$ cat config.mk
export PLATFORM = sky130hd
export DESIGN_NAME = alarm_ctrl
export DESIGN_NICKNAME = d
export VERILOG_FILES = /design/src/rtl/alarm_pkg.sv /design/src/rtl/alarm_match.sv /design/src/rtl/alarm_ctrl.sv
export SDC_FILE = /design/constraint.sdc
export NUM_CORES = 1
export LEC_CHECK = 0
export ABC_AREA = 1
export BUFFER_PORTS_ARGS = -buffer_cell sky130_fd_sc_hd__buf_2
export CELL_PAD_IN_SITES_DETAIL_PLACEMENT = 0
export CELL_PAD_IN_SITES_GLOBAL_PLACEMENT = 2
export CORE_UTILIZATION = 30
export CTS_CLUSTER_DIAMETER = 40
export CTS_CLUSTER_SIZE = 30
export DETAILED_ROUTE_END_ITERATION = 6
export PLACE_DENSITY_LB_ADDON = 0.12
export SYNTH_ARGS = -nofsm -noshare
export SYNTH_HDL_FRONTEND = slang
export SYNTH_SLANG_ARGS = --single-unit
$ cat constraint.sdc
create_clock -name CLK100MHZ -period 3.9 [get_ports CLK100MHZ]
set_clock_uncertainty 0.1 [all_clocks]
set_input_delay 0.78 -clock CLK100MHZ [delete_from_list [all_inputs] [get_ports CLK100MHZ]]
set_output_delay 0.78 -clock CLK100MHZ [all_outputs]
set_load 0.005 [all_outputs]
$ cat src/rtl/alarm_pkg.sv
// ============================================================================
// Module   : alarm_pkg
// Brief    : Shared state encoding, time-field widths and snooze helper for
//            the alarm sequencer.
// Revision : 1.0 - initial release
// ============================================================================
`default_nettype none

package alarm_pkg;

    localparam int HH_W = 5;
    localparam int MM_W = 6;
    localparam int SS_W = 6;

    typedef enum logic [1:0] {
        DISARMED = 2'd0,
        ARMED    = 2'd1,
        RINGING  = 2'd2,
        SNOOZE   = 2'd3
    } alarm_state_t;

    // Remaining snoozes, saturated to what the 2-bit status field can show.
    function automatic logic [1:0] snooze_left_f(input int max_snz, input logic [1:0] used);
        int left;
        left = max_snz - int'(used);
        if (left > 3)
            return 2'd3;
        else if (left < 0)
            return 2'd0;
        else
            return 2'(left);
    endfunction

endpackage

`default_nettype wire

$ cat src/rtl/alarm_match.sv
// ============================================================================
// Module   : alarm_match
// Brief    : Combinational alarm-time comparator, qualified by the 1 Hz tick.
// Revision : 1.0 - initial release
// ============================================================================
`default_nettype none

module alarm_match
    import alarm_pkg::*;
(
    input  logic            tick,
    input  logic [HH_W-1:0] cur_hh,
    input  logic [MM_W-1:0] cur_mm,
    input  logic [SS_W-1:0] cur_ss,
    input  logic [HH_W-1:0] alm_hh,
    input  logic [MM_W-1:0] alm_mm,
    output logic            match
);

    assign match = tick & (cur_hh == alm_hh) & (cur_mm == alm_mm) & (cur_ss == '0);

endmodule

`default_nettype wire

$ cat src/rtl/alarm_ctrl.sv
// ============================================================================
// Module   : alarm_ctrl
// Brief    : Alarm sequencer (arm / ring / snooze / timeout) with buzzer drive.
//            Define ALARM_BEEP_EN for a 1 s on / 1 s off buzzer pattern.
// Revision : 1.0 - initial release
// ============================================================================
`default_nettype none

module alarm_ctrl
    import alarm_pkg::*;
#(
    parameter int SNOOZE_S       = 300,
    parameter int RING_TIMEOUT_S = 60,
    parameter int MAX_SNOOZE     = 3
) (
    input  logic            CLK100MHZ,
    input  logic            reset,
    input  logic            tick,
    input  logic [HH_W-1:0] cur_hh,
    input  logic [MM_W-1:0] cur_mm,
    input  logic [SS_W-1:0] cur_ss,
    input  logic [HH_W-1:0] alm_hh,
    input  logic [MM_W-1:0] alm_mm,
    input  logic            arm_p,
    input  logic            stop_p,
    input  logic            snooze_p,
    output logic            armed,
    output logic            ringing,
    output logic            snoozing,
    output logic            buzzer,
    output logic [1:0]      snooze_left
);

    localparam int RC_W = (RING_TIMEOUT_S > 1) ? $clog2(RING_TIMEOUT_S) : 1;
    localparam int SC_W = (SNOOZE_S > 0) ? $clog2(SNOOZE_S + 1) : 1;
    // The 2-bit usage counter caps the number of snoozes at 3.
    localparam int MAX_USED = (MAX_SNOOZE > 3) ? 3 : MAX_SNOOZE;
    localparam logic [1:0] C_MAX_USED  = 2'(MAX_USED);
    localparam logic [1:0] C_LEFT_INIT = 2'(MAX_USED);

    alarm_state_t    state_q, state_d;
    logic [RC_W-1:0] ring_cnt_q, ring_cnt_d;
    logic [SC_W-1:0] snz_cnt_q, snz_cnt_d;
    logic [1:0]      snz_used_q, snz_used_d;
    logic            armed_q, ringing_q, snoozing_q, buzzer_q;
    logic [1:0]      snooze_left_q, snooze_left_d;
    logic            ringing_d, buzzer_d;
    logic            w_match;

    alarm_match u_match (
        .tick   (tick),
        .cur_hh (cur_hh),
        .cur_mm (cur_mm),
        .cur_ss (cur_ss),
        .alm_hh (alm_hh),
        .alm_mm (alm_mm),
        .match  (w_match)
    );

    always_comb begin
        state_d    = state_q;
        ring_cnt_d = ring_cnt_q;
        snz_cnt_d  = snz_cnt_q;
        snz_used_d = snz_used_q;

        case (state_q)
            DISARMED: begin
                if (arm_p)
                    state_d = ARMED;
            end
            ARMED: begin
                if (arm_p) begin
                    state_d = DISARMED;
                end else if (w_match) begin
                    state_d    = RINGING;
                    ring_cnt_d = '0;
                    snz_used_d = '0;
                end
            end
            RINGING: begin
                if (arm_p) begin
                    state_d = DISARMED;
                end else if (stop_p) begin
                    state_d = ARMED;
                end else if (snooze_p && (snz_used_q < C_MAX_USED)) begin
                    state_d    = SNOOZE;
                    snz_cnt_d  = SC_W'(SNOOZE_S);
                    snz_used_d = snz_used_q + 2'd1;
                end else if (tick) begin
                    if (ring_cnt_q == RC_W'(RING_TIMEOUT_S - 1))
                        state_d = ARMED;
                    else
                        ring_cnt_d = ring_cnt_q + RC_W'(1);
                end
            end
            SNOOZE: begin
                if (arm_p) begin
                    state_d = DISARMED;
                end else if (stop_p) begin
                    state_d = ARMED;
                end else if (tick) begin
                    if (snz_cnt_q == SC_W'(1)) begin
                        state_d    = RINGING;
                        ring_cnt_d = '0;
                    end else begin
                        snz_cnt_d = snz_cnt_q - SC_W'(1);
                    end
                end
            end
            default: state_d = DISARMED;
        endcase

        // Leaving an alarm event restores the full snooze allowance.
        if ((state_d == ARMED) || (state_d == DISARMED))
            snz_used_d = '0;

        snooze_left_d = snooze_left_f(MAX_SNOOZE, snz_used_d);
        ringing_d     = (state_d == RINGING);
    end

`ifdef ALARM_BEEP_EN
    logic beep_q, beep_d;

    always_comb begin
        beep_d = beep_q;
        if ((state_d == RINGING) && (state_q != RINGING))
            beep_d = 1'b0;
        else if ((state_d == RINGING) && tick)
            beep_d = ~beep_q;
    end

    always_ff @(posedge CLK100MHZ) begin
        if (reset)
            beep_q <= 1'b0;
        else
            beep_q <= beep_d;
    end

    assign buzzer_d = ringing_d & ~beep_d;
`else
    assign buzzer_d = ringing_d;
`endif

    always_ff @(posedge CLK100MHZ) begin
        if (reset) begin
            state_q       <= DISARMED;
            ring_cnt_q    <= '0;
            snz_cnt_q     <= '0;
            snz_used_q    <= '0;
            armed_q       <= 1'b0;
            ringing_q     <= 1'b0;
            snoozing_q    <= 1'b0;
            buzzer_q      <= 1'b0;
            snooze_left_q <= C_LEFT_INIT;
        end else begin
            state_q       <= state_d;
            ring_cnt_q    <= ring_cnt_d;
            snz_cnt_q     <= snz_cnt_d;
            snz_used_q    <= snz_used_d;
            armed_q       <= (state_d != DISARMED);
            ringing_q     <= ringing_d;
            snoozing_q    <= (state_d == SNOOZE);
            buzzer_q      <= buzzer_d;
            snooze_left_q <= snooze_left_d;
        end
    end

    assign armed       = armed_q;
    assign ringing     = ringing_q;
    assign snoozing    = snoozing_q;
    assign buzzer      = buzzer_q;
    assign snooze_left = snooze_left_q;

endmodule

`default_nettype wire

==> flow_summary.toml <==
[die]
initial_core_util_pct = 31.30
die_w_um = 78.03
die_h_um = 78.03
die_area_sq_um = 6089
coreArea_sq_um = 5540
io_pins = 40
std_cell_rows = 27

[setup_path]
crit_end = "snz_cnt_q[4]"
worstPathArrival_ns = 2.04
cp_cell_sequence = "inv_1 -> ha_1 -> nor2_1 -> inv_2 -> nand2_2 -> nand3_2 -> nor2_4 -> inv_2 -> nand2_1 -> a21oi_1"
r2r_slack_ns = 1.91
r2r-end = "snz_cnt_q[4]"
end_kind = "flip-flop"
cp_data_required_time_ns = 3.95
crit_top_cell = "inv_2"
path_buf_inv = 3
worstSetupPathType = "reg -> reg"
crit_slowest_cell = "dfxtp_1"
slowest_delay_ns = 0.40
crit_cells = 10
ff2ff_path_depth = 10
critPathLaunchType = "flip-flop"
crit_path_max_fanout = 9
cpLargestDelayFamily = "simple AND/OR/NAND/NOR gates"
regToRegStartpoint = "state_q[0]"
crit_start = "state_q[0]"

[grt]
first_global_vias = 1534
grt_start_max_net_pins = 17
overflow = 0
antenna_found_initial = 0
grt_usage_pct = 13.36
grt_pass1_wl_um = 6651

[detailed_routing]
drt_iter0_markers = 63
vias_per_cell = 4.327
postRouteAntennaNets = 0
drc_errors = 0
dr.pass1.iters = 4
post_drt_wl_per_cell_um = 10.03
finalWirelength_um = 3933
via_count = 1696

[layout]
multi_input_area_sq_um = 1057
seqCellArea_sq_um = 480.5
fillers = 613
n_antenna_cell = 0
instances_no_fill = 392
final_nets = 363
area_growth_pct = 19.41
drive_gt1_share_pct = 19.69

[run]
maxCapViolCount = 0

[clock_tree]
cts_setup_buffers = 0
cts_num_sinks = 24
clock_latency_ns = 0.27
cts_hold_buffers = 0
clk_pin_slew_ns = 0.09
cts_buffers = 3
cts_tree = "done"
cts_root_buf = "clkbuf_8"
clock_path_buffers = 2
cts_resized = 0
htree_num_levels = 1

[synthesis]
yosysWarnings = 0
ys_types = 29
synthTopCellsByArea = "dfxtp_1 (28%), nand2_1 (17%), inv_1 (8.7%), nand3_1 (7.8%), nor2_1 (7.4%)"
yosysTopAreaCell = "dfxtp_1"
synth_seq_area_share_pct = 27.71
syn_avg_cell_area_sq_um = 6.171
synth-seq-cells = 24
mappedNetlistNets = 323
netlist.area_leader.share_pct = 27.71
syn_inst = 281
syn_area_sq_um = 1734

[sta]
setup_ws_ns = 1.909
tns_ns = 0
setup_viol = 0
tightest_slew_ns = 0.4313
period_share_pct = 51.04
slew_headroom_pct = 71.08
clock.fmax_mhz = 502.3
hold_viol_final = 0
whs_ns = 0.3836
min_period_ns = 1.991
grt_setup_unrepaired = "false"
drv_slew = 0

[placed_design]
gp_congestion = 0.7727
pre_cts_slack_ns = 1.760
port_buffers = 39
dp_hpwl_um = 3143
dp.cells = 388

[pwr]
leakagePower_nw = 1.025
peakVddDrop_uv = 209.9
power_density_nw_per_um2 = 316.2
power_mw = 0.6547

[min_path]
min_from = "snz_cnt_q[1]"
hp-class = "reg -> reg"

[status]
status = "finished, final reports clean"
flip-flops by register name, indices dropped and copies added (netlist names):
name,flops
state_q,2
snoozing,1
ring_cnt_q,6
snooze_left,2
armed,1
snz_used_q,2
buzzer,1
snz_cnt_q,9
per-stage QoR:
stage,utilization [%],cell area [sq um]
after floorplan,-,1734
final,37.38,2071
after global placement,36.09,1999
after CTS,37.38,2071
after global routing,37.38,2071
after detailed placement,36.09,1999
metal layers:
metal / track usage, % / routed length [um] / share of wire (%) / vias to the layer above
met4: 3.889 / 24 / 0.61 / 0
met3: 2.093 / 180 / 4.6 / 2
li1: - / - / - / 945
met2: 22.21 / 1664 / 42 / 29
met5: 0 / 0 / 0 / -
met1: 17.82 / 2063 / 52 / 720
cell usage in the layout (no fill, tap or decap), types with 5 or more instances in the layout:
cell     Yosys  final
ha_1         8      8
nand2_2      5      5
a21oi_1     18     18
inv_1       40     40
xnor2_1      8      8
buf_2        1     39
nand2_1     79     79
nand3_1     27     27
nor2_1      34     34
dfxtp_1     24     24
inv_2        5      5
report_power, final:
part,leakage [nW],internal [mW],switching (mW)
Sequential,0.194,0.256,0.00906
Combinational,0.795,0.0671,0.105
Clock,0.0357,0.137,0.0812
synthesized netlist by cell type:
cell / n
nor3_1: 1
nand3_1: 27
ha_1: 8
a211oi_1: 1
buf_1: 1
or2_2: 2
o21ai_0: 2
inv_1: 40
nand3b_1: 1
nor2_2: 4
buf_4: 1
nand3_4: 1
nor2_4: 1
inv_2: 5
clkinv_1: 2
xnor2_1: 8
buf_2: 1
nand3_2: 1
clkbuf_1: 1
nand2_1: 79
dfxtp_1: 24
a21oi_1: 18
nand4_1: 3
nor2_1: 34
nand2_2: 5
o21ai_1: 4
nor2_8: 1
and3_1: 1
xor2_1: 4
worst min path at each step:
| stage | to | slack (ns) | cells after the start |
|---|---|---|---|
| 6_report | snz_cnt_q[1] | 0.38 | 2 |
| 5_1_grt | snz_cnt_q[1] | 0.42 | 2 |
| 4_1_cts | snz_cnt_q[1] | 0.39 | 2 |
| 3_5_place_dp | snz_cnt_q[1] | 0.38 | 2 |
| 3_3_place_gp | snz_cnt_q[1] | 0.37 | 2 |
| 2_1_floorplan | snz_cnt_q[0] | 0.35 | 1 |
logic make-up after synthesis:
logic type                 share of synthesized area [%]
and+or+nand+nor                                    41.77
buffers and inverters                              11.33
AOI/OAI and AO/OA                                  7.360
DFF                                                27.71
xor gates and xnor gates                           6.061
adders and majority gates                          5.772
tightest hold or removal path, stage by stage (launching register included):
cell and delay [ns]:
dfxtp_1 0.33, nand2_1 0.06, a21oi_1 0.05
layout make-up:
type                    count  area share (%)
repair buffers             39           9.426
clock buffers               3           1.994
multi-input cells         206           51.06
well taps                  72           4.350
inverters                  47           8.520
flip-flops and latches     24           23.20
clock inverters             1           1.450
Power figures use the tool's default switching activity.
